[config.mk]
export PLATFORM = sky130hd
export DESIGN_NAME = if_stage
export DESIGN_NICKNAME = d
export VERILOG_FILES = /design/src/rtl/if_pkg.sv /design/src/rtl/if_prefetch_fifo.sv /design/src/rtl/if_stage.sv
export SDC_FILE = /design/constraint.sdc
export NUM_CORES = 1
export LEC_CHECK = 0
export BUFFER_PORTS_ARGS = -buffer_cell sky130_fd_sc_hd__buf_2
export CAP_MARGIN = 10
export CORE_MARGIN = 4
export CORE_UTILIZATION = 50
export DETAILED_ROUTE_END_ITERATION = 10
export PLACE_DENSITY = 0.79
export SETUP_SLACK_MARGIN = 0.5
export SKIP_CTS_REPAIR_TIMING = 1
export SLEW_MARGIN = 20
export SYNTH_ARGS = -nofsm -noshare
export SYNTH_HDL_FRONTEND = slang
export SYNTH_SLANG_ARGS = --single-unit
[constraint.sdc]
create_clock -name clk -period 11.1 [get_ports clk]
set_input_delay 3.33 -clock clk [delete_from_list [all_inputs] [get_ports clk]]
set_output_delay 3.33 -clock clk [all_outputs]
set_load 0.01 [all_outputs]
[src/rtl/if_pkg.sv]
// Shared types and constants for the instruction-fetch stage.
package if_pkg;

  typedef enum logic [1:0] {
    ST_IDLE  = 2'd0,
    ST_FETCH = 2'd1,
    ST_REDIR = 2'd2
  } if_state_e;

  localparam logic [31:0] IF_NOP = 32'h0000_0013;

  typedef struct packed {
    logic [31:0] pc;
    logic [31:0] instr;
  } if_entry_t;

endpackage

[src/rtl/if_prefetch_fifo.sv]
// Prefetch FIFO holding {pc, instr} entries. Clear beats push/pop.
// DEPTH must be a power of two >= 2.
module if_prefetch_fifo
  import if_pkg::*;
#(
  parameter int unsigned DEPTH = 2
) (
  input  logic                   clk,
  input  logic                   reset,
  input  logic                   i_push,
  input  if_entry_t              i_wdata,
  input  logic                   i_pop,
  input  logic                   i_clear,
  output if_entry_t              o_rdata,
  output logic [$clog2(DEPTH):0] o_count,
  output logic                   o_empty,
  output logic                   o_full
);

  localparam int unsigned AW = $clog2(DEPTH);

  if_entry_t     r_mem [DEPTH];
  logic [AW-1:0] r_rd_ptr;
  logic [AW-1:0] r_wr_ptr;
  logic [AW:0]   r_count;
  logic          w_do_push;
  logic          w_do_pop;

  assign o_empty   = (r_count == '0);
  assign o_full    = (r_count == (AW+1)'(DEPTH));
  assign w_do_pop  = i_pop && !o_empty;
  assign w_do_push = i_push && (!o_full || w_do_pop);
  assign o_rdata   = r_mem[r_rd_ptr];
  assign o_count   = r_count;

  always_ff @(posedge clk) begin
    if (w_do_push && !i_clear) begin
      r_mem[r_wr_ptr] <= i_wdata;
    end
  end

  always_ff @(posedge clk) begin
    if (reset || i_clear) begin
      r_rd_ptr <= '0;
      r_wr_ptr <= '0;
      r_count  <= '0;
    end else begin
      if (w_do_push) r_wr_ptr <= r_wr_ptr + AW'(1);
      if (w_do_pop)  r_rd_ptr <= r_rd_ptr + AW'(1);
      r_count <= r_count + (AW+1)'(w_do_push) - (AW+1)'(w_do_pop);
    end
  end

  // The fetch stage never requests more than the FIFO can absorb.
  a_no_push_when_full: assert property (@(posedge clk) disable iff (reset)
    !(i_push && o_full && !i_pop && !i_clear));

endmodule

[src/rtl/if_stage.sv]
// Instruction-fetch stage: sequential PC, req/gnt/rvalid bus, prefetch FIFO,
// branch redirect with discard of stale in-flight responses.
// Optional: IF_MISALIGN_CHK_EN adds fetch_misalign and halts fetch on a
// misaligned redirect target; otherwise target[1:0] is ignored.
module if_stage
  import if_pkg::*;
#(
  parameter logic [31:0] BOOT_ADDR  = 32'h0000_0000,
  parameter int unsigned FIFO_DEPTH = 2
) (
  input  logic        clk,
  input  logic        reset,
  output logic        instr_req,
  output logic [31:0] instr_addr,
  input  logic        instr_gnt,
  input  logic        instr_rvalid,
  input  logic [31:0] instr_rdata,
  input  logic        branch_valid,
  input  logic [31:0] branch_target,
  input  logic        id_stage_ready,
  output logic [31:0] pc_if,
  output logic [31:0] instruction,
  output logic        instruction_value,
  output logic        is_compress_intr
`ifdef IF_MISALIGN_CHK_EN
  ,
  output logic        fetch_misalign
`endif
);

  localparam int unsigned CW = $clog2(FIFO_DEPTH) + 1;
  localparam logic [CW:0] DEPTH_W = (CW+1)'(FIFO_DEPTH);

  if_state_e   r_state;
  logic        r_req;
  logic [31:0] r_addr;
  logic [31:0] r_redir_tgt;
  logic [31:0] r_rsp_pc;
  logic [CW-1:0] r_outstanding;
  logic [CW-1:0] r_discard;

  logic        w_gnt_fire;
  logic        w_drop;
  logic        w_push;
  logic        w_pop;
  logic [31:0] w_target;
  logic [CW-1:0] w_out_next;
  logic [CW-1:0] w_cnt_next;
  logic        w_can_req;
  logic        w_halt_next;

  if_entry_t   w_wdata;
  if_entry_t   w_head;
  logic [CW-1:0] w_fifo_count;
  logic        w_fifo_empty;
  logic        w_fifo_full;

  assign w_gnt_fire = r_req && instr_gnt;
  assign w_drop     = instr_rvalid && (r_discard != '0);
  assign w_push     = instr_rvalid && (r_discard == '0) && !branch_valid;
  assign w_pop      = instruction_value && id_stage_ready;
  assign w_target   = branch_target & ~32'h0000_0003;

  // Lookahead of in-flight and buffered words after this edge.
  assign w_out_next = r_outstanding + CW'(w_gnt_fire) - CW'(instr_rvalid);
  assign w_cnt_next = branch_valid ? '0
                    : (w_fifo_count + CW'(w_push) - CW'(w_pop));
  assign w_can_req  = (({1'b0, w_out_next} + {1'b0, w_cnt_next}) < DEPTH_W)
                    && !w_halt_next;

  assign w_wdata.pc    = r_rsp_pc;
  assign w_wdata.instr = instr_rdata;

  if_prefetch_fifo #(
    .DEPTH (FIFO_DEPTH)
  ) u_fifo (
    .clk     (clk),
    .reset   (reset),
    .i_push  (w_push),
    .i_wdata (w_wdata),
    .i_pop   (w_pop),
    .i_clear (branch_valid),
    .o_rdata (w_head),
    .o_count (w_fifo_count),
    .o_empty (w_fifo_empty),
    .o_full  (w_fifo_full)
  );

  assign instr_req         = r_req;
  assign instr_addr        = r_addr;
  assign instruction_value = !w_fifo_empty && !branch_valid;
  assign pc_if             = w_fifo_empty ? '0 : w_head.pc;
  assign instruction       = w_fifo_empty ? IF_NOP : w_head.instr;
  assign is_compress_intr  = 1'b0;

`ifdef IF_MISALIGN_CHK_EN
  logic w_misalign;
  logic r_halt;
  logic r_misalign;

  assign w_misalign     = (branch_target[1:0] != 2'b00);
  assign w_halt_next    = branch_valid ? w_misalign : r_halt;
  assign fetch_misalign = r_misalign;

  // Halt latches on a misaligned redirect and clears on the next aligned one.
  always_ff @(posedge clk) begin
    if (reset) begin
      r_halt     <= 1'b0;
      r_misalign <= 1'b0;
    end else begin
      r_halt     <= w_halt_next;
      r_misalign <= branch_valid && w_misalign;
    end
  end
`else
  assign w_halt_next = 1'b0;
`endif

  // Fetch FSM, bus request and response bookkeeping.
  always_ff @(posedge clk) begin
    if (reset) begin
      r_state       <= ST_IDLE;
      r_req         <= 1'b0;
      r_addr        <= BOOT_ADDR;
      r_redir_tgt   <= BOOT_ADDR;
      r_rsp_pc      <= BOOT_ADDR;
      r_outstanding <= '0;
      r_discard     <= '0;
    end else begin
      r_outstanding <= w_out_next;

      // Everything still in flight after a redirect is stale, including a
      // request granted in the redirect cycle; a request parked in REDIR is
      // added when it is finally granted.
      if (branch_valid) begin
        r_discard <= w_out_next;
      end else if (r_state == ST_REDIR && w_gnt_fire) begin
        r_discard <= r_discard - CW'(w_drop) + CW'(1'b1);
      end else begin
        r_discard <= r_discard - CW'(w_drop);
      end

      // Responses return in grant order, so the PC of the next kept word is
      // the redirect target advanced by one word per push.
      if (branch_valid) begin
        r_rsp_pc <= w_target;
      end else if (w_push) begin
        r_rsp_pc <= r_rsp_pc + 32'd4;
      end

      if (branch_valid) begin
        if (r_req && !instr_gnt) begin
          r_state     <= ST_REDIR;
          r_redir_tgt <= w_target;
        end else begin
          r_state <= ST_FETCH;
          r_addr  <= w_target;
          r_req   <= w_can_req;
        end
      end else begin
        case (r_state)
          ST_IDLE: begin
            r_state <= ST_FETCH;
            r_req   <= 1'b0;
          end
          ST_FETCH: begin
            if (!(r_req && !instr_gnt)) begin
              if (w_gnt_fire) r_addr <= r_addr + 32'd4;
              r_req <= w_can_req;
            end
          end
          ST_REDIR: begin
            if (w_gnt_fire) begin
              r_addr  <= r_redir_tgt;
              r_state <= ST_FETCH;
              r_req   <= w_can_req;
            end
          end
          default: r_state <= ST_IDLE;
        endcase
      end
    end
  end

endmodule
==> results_dict.tcl, run 1 <==
set metrics [dict create \
    clkSinkCount 226 \
    yosys-top-cells-area "sky130_fd_sc_hd__edfxtp_1 36%, sky130_fd_sc_hd__dfxtp_1 20%, sky130_fd_sc_hd__mux2i_1 6.4%, sky130_fd_sc_hd__nand2_1 5.5%, sky130_fd_sc_hd__nor2_1 3.8%" \
    vias 8225 \
    cp-start-kind "input port" \
    cts_made_buffers 23 \
    core_region_area_um2 20300 \
    worst_hold_startpoint "r_redir_tgt[7]" \
    report.final.slew_viol_count 0 \
    synth.lib_cells_used.distinct 61 \
    cp_max_fo 4 \
    power.ir.vdd_worst_uv 102 \
    postSynthCellCount 1036 \
    yosys-top-cells-count "152 x sky130_fd_sc_hd__nand2_1, 124 x sky130_fd_sc_hd__edfxtp_1, 106 x sky130_fd_sc_hd__nor2_1" \
    synth-seq-cells 226 \
    io_pins 169 \
    setup_viol 0 \
    remaining_global_route_overflow 0 \
    layout-drive-gt1-share_pct 18.6 \
    grt_antenna_before_repair 1 \
    max_freq_ghz 0.140 \
    total_power_divided_by_cell_area_nw_per_um2 168 \
    port_buffers 161 \
    max_slew.worst_pin.slew_ns 1.11 \
    antenna_cells_inserted 0 \
    power.internal_mw 1.52 \
    fin_setup_tns_ns 0 \
    clkPwrFrac_pct 38.6 \
    drt_iter0_markers 800 \
    finalWirelength_um 25400 \
    area_growth_syn_to_layout_pct 16.9 \
    met3_usage_pct 4.89 \
    path_clk_slew_ns 0.06 \
    min-delay-path-class "register to register" \
    criticalPathCategory "input port to output port" \
    overall_global_routing_usage_pct 20.9 \
    dpl_cell_area_um2 11400 \
    vias_per_cell 5.66 \
    comb_power_share_pct 12.7 \
    hold_violations 0 \
    regToRegSetupSlack_ns 8.10 \
    status "finished, final reports clean" \
    grt_setup_unrepaired "false" \
    worst-endpoint-required_ns 7.77 \
    die_w_um 152 \
    fin_total_pwr_mw 2.04 \
    synth_most_common_cell "sky130_fd_sc_hd__nand2_1" \
    post-synth-top-area-fraction_pct 35.9 \
    clkLatencyLatePin_ns 0.52 \
    relSlewSlack_pct 26.0 \
    globalRoute.busiestLayer "met2" \
    htreeDepth 1 \
    hold-path-endpoint "r_redir_tgt[7]" \
    yosysSeqAreaShare_pct 55.5 \
    top_reg_cell_synth "sky130_fd_sc_hd__edfxtp_1" \
    first_pass_grt_wire_length_um 40700 \
    gp_routability_congestion 0.850 \
    end_kind "output port" \
    num_rows 52 \
    power_switching_share_pct 25.7 \
    nets 1249 \
    synth-async-reset-ratio_pct 0 \
    wl_per_cell_um 17.5 \
    syn_area_per_cell_um2 10.0 \
    yosysWarningCount 0 \
    detail_route.drc_violations 0 \
    chipHeight_um 152 \
    pin_count_of_the_biggest_net_entering_global_routing 78 \
    cts_max_path_buffers 3 \
    globalRouteMet2Util_pct 33.0 \
    timing.reg2reg.worst_path_depth 12 \
    maxCapViolCount 0 \
    tritoncts_clock_tree "built" \
    static-leakage-power_nw 4.35 \
    p_sw_mw 0.526 \
    timing.critical_path.arrival_ns 3.83 \
    syn_area_um2 10400 \
    dp_hpwl_um 16500 \
    initial_utilization_pct 51.1 \
    r2r_end "instr_req" \
    final.period_utilization_pct 64.5 \
    number_of_enable_flip_flop_cells_after_synthesis 124 \
    yosysTopAreaCell "sky130_fd_sc_hd__edfxtp_1" \
    detailedRoute.firstPassIterationCount 7 \
    final_design_area_no_fill_um2 12100 \
    antenna_violating_nets_post_route 0 \
    min_period_ns 7.16 \
    power_frac_seq_pct 48.8 \
    via_count_of_the_first_global_routing_pass 7633 \
    worst_r2r_startpoint "r_discard[1]" \
    clock_skew_ns 0.0101 \
    grt.met1_usage_pct 30.1 \
    clock-root-buffer "sky130_fd_sc_hd__clkbuf_16" \
    whs_path_depth 2 \
    dieArea_um2 23100 \
]
[worst max-delay path, stage by stage]
cell,delay (ns)
sky130_fd_sc_hd__buf_2,0.16
sky130_fd_sc_hd__nor2_1,0.17
sky130_fd_sc_hd__buf_2,0.16
[state kept, by name, indices dropped and copies added (netlist names), named ones only]
signal	count
instr_addr	30
r_state	2
instr_req	1
u_fifo.r_wr_ptr	1
r_redir_tgt	30
r_outstanding	2
r_discard	2
u_fifo.r_rd_ptr	1
u_fifo.r_mem	124
u_fifo.o_count	2
r_rsp_pc	30
[power by group through the flow]
stage / Clock [mW] / Combinational, mW / Sequential (mW)
final: 0.788 / 0.259 / 0.997
after global placement: 0 / 0.250 / 1.01
after global routing: 0.838 / 0.289 / 1.00
after CTS: 0.800 / 0.259 / 0.996
after floorplan: 0 / 0.169 / 1.00
after detailed placement: 0 / 0.257 / 1.01
[how the worst max path moves through the flow]
stage	from	to	slack, ns
CTS	branch_valid	instruction_value	3.95
global route	branch_valid	instruction_value	3.93
detailed placement	branch_valid	instruction_value	3.95
floorplan	branch_valid	instruction_value	3.55
global placement	branch_valid	instruction_value	3.94
finish	branch_valid	instruction_value	3.94
[kinds of logic after synthesis]
kind of cell | Yosys count | share of synthesized area (%)
multiplexers | 67 | 6.47
adder cells (fa/ha/maj) | 13 | 1.64
AND/OR/NAND/NOR | 385 | 17.1
flip-flops | 226 | 55.5
other | 1 | 0.0361
buffers and inverters | 86 | 3.31
AO/OA/AOI/OAI | 217 | 12.4
XOR/XNOR | 41 | 3.46
[layer usage]
metal | part of all wire (%) | vias up
li1 | - | 3999
met1 | 44 | 3833
met2 | 45 | 360
met3 | 9.0 | 31
met4 | 1.4 | 2
met5 | 0.051 | -
[layout make-up]
class / instances / area, µm²
fillers: 1701 / 8160
flip-flops and latches: 226 / 5770
multi-input cells: 728 / 4310
repair buffers: 170 / 873
clock buffers: 35 / 682
well taps: 270 / 338
clock inverters: 7 / 100
inverters: 17 / 63.8
[metrics by stage]
stage	hold slack, ns	util [%]	worst slack, ns	std cells
floorplan	0.431	-	3.55	1040
global placement	0.439	55.9	3.94	1411
detailed placement	0.441	55.9	3.95	1411
CTS	0.449	59.8	3.95	1453
global route	0.472	59.8	3.93	1453
finish	0.448	59.8	3.94	1453
[cells in the final DEF (no fill, tap or decap), types with 8 or more instances in the layout]
cell / n
sky130_fd_sc_hd__clkbuf_16: 24
sky130_fd_sc_hd__dfxtp_1: 101
sky130_fd_sc_hd__nor4_1: 15
sky130_fd_sc_hd__nand4_1: 15
sky130_fd_sc_hd__nand3_1: 19
sky130_fd_sc_hd__ha_1: 12
sky130_fd_sc_hd__a211oi_1: 19
sky130_fd_sc_hd__nand2_1: 151
sky130_fd_sc_hd__o21a_1: 9
sky130_fd_sc_hd__a21oi_1: 77
sky130_fd_sc_hd__and3_1: 8
sky130_fd_sc_hd__edfxtp_1: 124
sky130_fd_sc_hd__buf_4: 9
sky130_fd_sc_hd__a31oi_1: 11
sky130_fd_sc_hd__mux2i_1: 66
sky130_fd_sc_hd__buf_2: 161
sky130_fd_sc_hd__nor2_1: 104
sky130_fd_sc_hd__nor3_1: 22
sky130_fd_sc_hd__o21ai_0: 64
sky130_fd_sc_hd__inv_1: 15
sky130_fd_sc_hd__xnor2_1: 34
sky130_fd_sc_hd__and2_1: 8
Power figures use the tool's default switching activity.
==> inputs of run 2 (changes only) <==
clock period = 7.5 ns   (was 11.1 ns; I/O delays follow)
==> run 2 against run 1 <==
Net effect: clock power rose by 38%; sequential power grew 47%; critical path depth unchanged; worst setup slack lost 1.6 ns; non-clock buffer count rose by 1; first-iteration DRC count is 13% lower; power rose by 44%; cell area decreased by 0.38%; global-route usage is 0.42 points lower; largest cell class unchanged; largest power group unchanged.
==> results_dict.tcl, run 2 (synthesized netlist as in run 1, its figures left out) <==
set metrics [dict create \
    clock_skew_ns 0.0105 \
    overall_global_routing_usage_pct 20.5 \
    hold_violations 0 \
    report.final.slew_viol_count 0 \
    chipHeight_um 152 \
    r2r_end "instr_req" \
    end_kind "output port" \
    layout_common_cells "161 x sky130_fd_sc_hd__buf_2, 151 x sky130_fd_sc_hd__nand2_1, 124 x sky130_fd_sc_hd__edfxtp_1, 104 x sky130_fd_sc_hd__nor2_1, 101 x sky130_fd_sc_hd__dfxtp_1" \
    cts_max_path_buffers 3 \
    finalWirelength_um 24900 \
    flip_flop_count_of_the_largest_register_all_copies_and_words_added 124 \
    whs_path_depth 2 \
    detail_route.drc_violations 0 \
    cts_made_buffers 24 \
    timing.critical_path.arrival_ns 2.94 \
    layout-drive-gt1-share_pct 18.1 \
    cp.buffers_inverters 2 \
    max_freq_ghz 0.193 \
    worst-endpoint-required_ns 5.25 \
    io_pins 169 \
    comb_power_share_pct 13.0 \
    critical_path.cell_chain "buf_2 -> nor2_1 -> buf_2" \
    critical_path.top_delay_family "buffers and inverters" \
    min_period_ns 5.19 \
    fin_setup_tns_ns 0 \
    pin_count_of_the_biggest_net_entering_global_routing 78 \
    top_reg_by_flops "u_fifo.r_mem" \
    port_buffers 161 \
    fin_total_pwr_mw 2.95 \
    remaining_global_route_overflow 0 \
    die_w_um 152 \
    setup_viol 0 \
    min-delay-path-class "register to register" \
    final_design_area_no_fill_um2 12100 \
    num_rows 52 \
    timing.reg2reg.worst_path_depth 14 \
    power.ir.vdd_worst_uv 165 \
    cp_max_fo 19 \
    nets 1251 \
    crit_path_top_delay_cell "sky130_fd_sc_hd__buf_2" \
    final.period_utilization_pct 69.2 \
    worst_hold_startpoint "r_redir_tgt[7]" \
    max_slew.worst_pin.slew_ns 1.09 \
    most_common_library_cell_in_the_layout_ignoring_fill_and_taps "sky130_fd_sc_hd__buf_2" \
    grt_antenna_before_repair 1 \
    first_pass_grt_wire_length_um 39900 \
    initial_utilization_pct 51.1 \
    clkPwrFrac_pct 37.0 \
    static-leakage-power_nw 4.32 \
    core_region_area_um2 20300 \
    wl_per_cell_um 17.1 \
    detailedRoute.firstPassIterationCount 5 \
    regToRegSetupSlack_ns 4.18 \
    gp_routability_congestion 0.855 \
    antenna_violating_nets_post_route 0 \
    total_power_divided_by_cell_area_nw_per_um2 244 \
    criticalPathCategory "input port to output port" \
    worst_r2r_startpoint "u_fifo.o_count[1]" \
    power.internal_mw 2.18 \
    power_frac_seq_pct 50.0 \
    cp-start-kind "input port" \
    power_switching_share_pct 25.9 \
    dp_hpwl_um 16700 \
    dieArea_um2 23100 \
    worst_path_largest_cell_delay_ns 0.36 \
    drt_iter0_markers 700 \
    grt_setup_unrepaired "false" \
    htreeDepth 1 \
    path_clk_slew_ns 0.06 \
    maxCapViolCount 0 \
    antenna_cells_inserted 0 \
    relSlewSlack_pct 27.1 \
    hold-path-endpoint "r_redir_tgt[7]" \
    vias_per_cell 5.73 \
    cp_common_cell "sky130_fd_sc_hd__buf_2" \
    status "finished, final reports clean" \
    clock-root-buffer "sky130_fd_sc_hd__clkbuf_16" \
    p_sw_mw 0.763 \
    clkSinkCount 226 \
    dpl_cell_area_um2 11400 \
    vias 8342 \
    area_growth_syn_to_layout_pct 16.5 \
    clkLatencyLatePin_ns 0.51 \
    via_count_of_the_first_global_routing_pass 7564 \
    tritoncts_clock_tree "built" \
]
-- run 2: cell types whose count changed in the layout (fill, tap and decap cells not counted), sizes merged --
cell and change:
buf +1, clkinv -3, clkbuf +8, inv -1, bufinv -2
-- run 2: power groups by stage --
stage,registers [mW],clock network [mW],logic [mW]
floorplan,1.49,0,0.250
global route,1.49,1.17,0.429
global placement,1.49,0,0.371
finish,1.47,1.09,0.383
detailed placement,1.50,0,0.380
CTS,1.47,1.11,0.383
-- run 2: per-layer routing --
layer | vias up | GRT usage (%) | part of all wire [%]
li1 | 3991 | - | -
met5 | - | 0 | 0.052
met1 | 3934 | 29.9 | 44
met2 | 374 | 31.8 | 45
met4 | 2 | 4.02 | 1.7
met3 | 41 | 4.49 | 9.6
-- run 2: worst max path at each step --
stage / startpoint / endpoint / slack (ns) / depth (start not counted)
2_1_floorplan: branch_valid / u_fifo.r_mem[0][0] / 1.05 / 6
3_3_place_gp: branch_valid / instruction_value / 2.33 / 3
3_5_place_dp: branch_valid / instruction_value / 2.32 / 3
4_1_cts: branch_valid / instruction_value / 2.33 / 3
5_1_grt: branch_valid / instruction_value / 2.28 / 3
6_report: branch_valid / instruction_value / 2.31 / 3
-- run 2: final cells by class --
class                   count  area (µm²)
clock buffers              43         712
fillers                  1701        8210
clock inverters             1        16.3
flip-flops and latches    226        5770
well taps                 270         338
inverters                  17        63.8
repair buffers            171         881
multi-input cells         728        4310
-- run 2: metrics by stage --
stage	cells	worst slack, ns	hold WS (ns)	util (%)
after floorplan	1040	1.05	0.431	-
after global placement	1412	2.33	0.439	56.0
after detailed placement	1412	2.32	0.443	56.0
after global routing	1456	2.28	0.461	59.6
after CTS	1456	2.33	0.452	59.6
final	1456	2.31	0.452	59.6
-- run 2: worst reg2reg max path, delay by kind of cell (launching register included) --
kind	cells	cell delay, ns
adders and majority gates	3	0.92
and+or+nand+nor	4	0.71
buffers and inverters	2	0.54
DFF	1	0.42
AOI/OAI and AO/OA	3	0.41
xor gates and xnor gates	2	0.27
==> inputs of run 3 (changes only) <==
PLACE_DENSITY = 0.82   (was 0.79)
clock period = 4.7 ns   (was 7.5 ns; I/O delays follow)
==> run 3 against run 2 <==
Net effect: critical path depth is 10 higher; clock skew is essentially flat; combinational power is 61% higher; clock power is 56% higher; via count hardly changed; global-route usage grew 0.76 points; clock-buffer cell count down 7; cell count is 0.21% higher; sequential share of layout area fell by 0.11 points; first-iteration DRC count rose by 36%; largest cell class unchanged.
==> results_dict.tcl, run 3 (synthesized netlist as in run 1, its figures left out) <==
set metrics [dict create \
    max_freq_ghz 0.278 \
    finalWirelength_um 25600 \
    dp_hpwl_um 16900 \
    status "finished, final reports clean" \
    most_common_library_cell_in_the_layout_ignoring_fill_and_taps "sky130_fd_sc_hd__buf_2" \
    worst_path_largest_cell_delay_ns 0.52 \
    nets 1254 \
    criticalPathCategory "input port to register" \
    clkSinkCount 226 \
    grt_antenna_before_repair 2 \
    gp_routability_congestion 0.883 \
    hold_violations 0 \
    vias 8349 \
    wl_per_cell_um 17.5 \
    dpl_cell_area_um2 11400 \
    crit_path_top_delay_cell "sky130_fd_sc_hd__nor3b_1" \
    detail_route.drc_violations 0 \
    antenna_violating_nets_post_route 0 \
    num_rows 52 \
    regToRegSetupSlack_ns 1.76 \
    layout-drive-gt1-share_pct 18.3 \
    area_growth_syn_to_layout_pct 16.8 \
    dieArea_um2 23100 \
    clkLatencyLatePin_ns 0.51 \
    timing.critical_path.arrival_ns 4.03 \
    clock-root-buffer "sky130_fd_sc_hd__clkbuf_16" \
    grt_setup_unrepaired "false" \
    initial_utilization_pct 51.1 \
    fin_setup_tns_ns 0 \
    worst-endpoint-required_ns 5.13 \
    io_pins 169 \
    via_count_of_the_first_global_routing_pass 7667 \
    chipHeight_um 152 \
    multiInputGateArea_um2 4310 \
    first_pass_grt_wire_length_um 41100 \
    cp_max_fo 4 \
    path_clk_slew_ns 0.06 \
    final.period_utilization_pct 76.7 \
    overall_global_routing_usage_pct 21.3 \
    final_design_area_no_fill_um2 12100 \
    vias_per_cell 5.72 \
    core_region_area_um2 20300 \
    htreeDepth 1 \
    drt_iter0_markers 952 \
    remaining_global_route_overflow 0 \
    layout_common_cells "161 x sky130_fd_sc_hd__buf_2, 152 x sky130_fd_sc_hd__nand2_1, 124 x sky130_fd_sc_hd__edfxtp_1, 104 x sky130_fd_sc_hd__nor2_1, 101 x sky130_fd_sc_hd__dfxtp_1" \
    fillCellCount 1713 \
    clock_skew_ns 0.0105 \
    tritoncts_clock_tree "built" \
    port_buffers 161 \
    critical_path.cell_chain "buf_2 -> nor3b_1 -> nand2_1 -> ha_1 -> inv_1 -> ha_1 -> xor2_1 -> xnor2_1 -> nor2_1 -> fa_1 -> o21ai_0 -> o21ai_0 -> a21oi_1" \
    min_period_ns 3.60 \
    timing.hold.ws_ns 0.455 \
    maxCapViolCount 0 \
    min-delay-path-class "register to register" \
    final-seq-area_um2 5770 \
    cts_made_buffers 24 \
    top_reg_by_flops "u_fifo.r_mem" \
    relSlewSlack_pct 26.8 \
    total_power_divided_by_cell_area_nw_per_um2 386 \
    static-leakage-power_nw 4.33 \
    cts_max_path_buffers 3 \
    cp-start-kind "input port" \
    report.final.slew_viol_count 0 \
    detailedRoute.firstPassIterationCount 7 \
    max_slew.worst_pin.slew_ns 1.10 \
    setup_viol 0 \
    end_kind "register" \
    power.ir.vdd_worst_uv 232 \
    die_w_um 152 \
    flip_flop_count_of_the_largest_register_all_copies_and_words_added 124 \
    pin_count_of_the_biggest_net_entering_global_routing 63 \
]
run 3: final cells by class:
cell class                      instances  area share, %
Inverter                               17          0.526
Sequential cell                       226           47.6
Clock inverter                          7          0.361
Timing Repair Buffer                  174           7.66
Clock buffer                           36           5.49
Multi-Input combinational cell        728           35.6
Tap cell                              270           2.79
Antenna cell                            1         0.0206
run 3: metal layers:
layer | share of wire (%) | track usage [%] | vias up
li1 | - | - | 3998
met1 | 44 | 31.5 | 3881
met4 | 1.0 | 3.04 | 2
met3 | 9.3 | 4.04 | 27
met2 | 46 | 33.6 | 441
met5 | 0.051 | 0 | -
run 3: critical path: cells and delay by family:
kind	cells	cell delay [ns]
buffers and inverters	2	0.16
xor gates and xnor gates	2	0.27
AOI/OAI and AO/OA	3	0.40
adders and majority gates	3	0.93
and+or+nand+nor	3	0.85
run 3: path summary, 6_finish.rpt:
| check | start | end | cells after the start |
|---|---|---|---|
| setup reg to reg | r_discard[1] | instr_req | 12 |
| hold reg to reg | r_redir_tgt[21] | r_redir_tgt[21] | 2 |
| setup / recovery | instr_rvalid | instr_req | 13 |
| hold / removal | r_redir_tgt[21] | r_redir_tgt[21] | 2 |
run 3: power by group:
group	internal (mW)	leakage [nW]	switching (mW)	total [mW]
registers	2.23	1.98	0.122	2.35
clock network	0.977	0.339	0.728	1.70
logic	0.240	2.01	0.378	0.618
run 3: through the flow:
stage | worst slack [ns] | util (%) | std cells | total power [mW]
global placement | 0.649 | 56.2 | 1415 | 2.98
global route | 0.857 | 59.7 | 1459 | 4.88
detailed placement | 0.618 | 56.2 | 1415 | 3.00
CTS | 1.03 | 59.7 | 1458 | 4.70
floorplan | 0.534 | - | 1040 | 2.77
finish | 1.10 | 59.7 | 1459 | 4.68
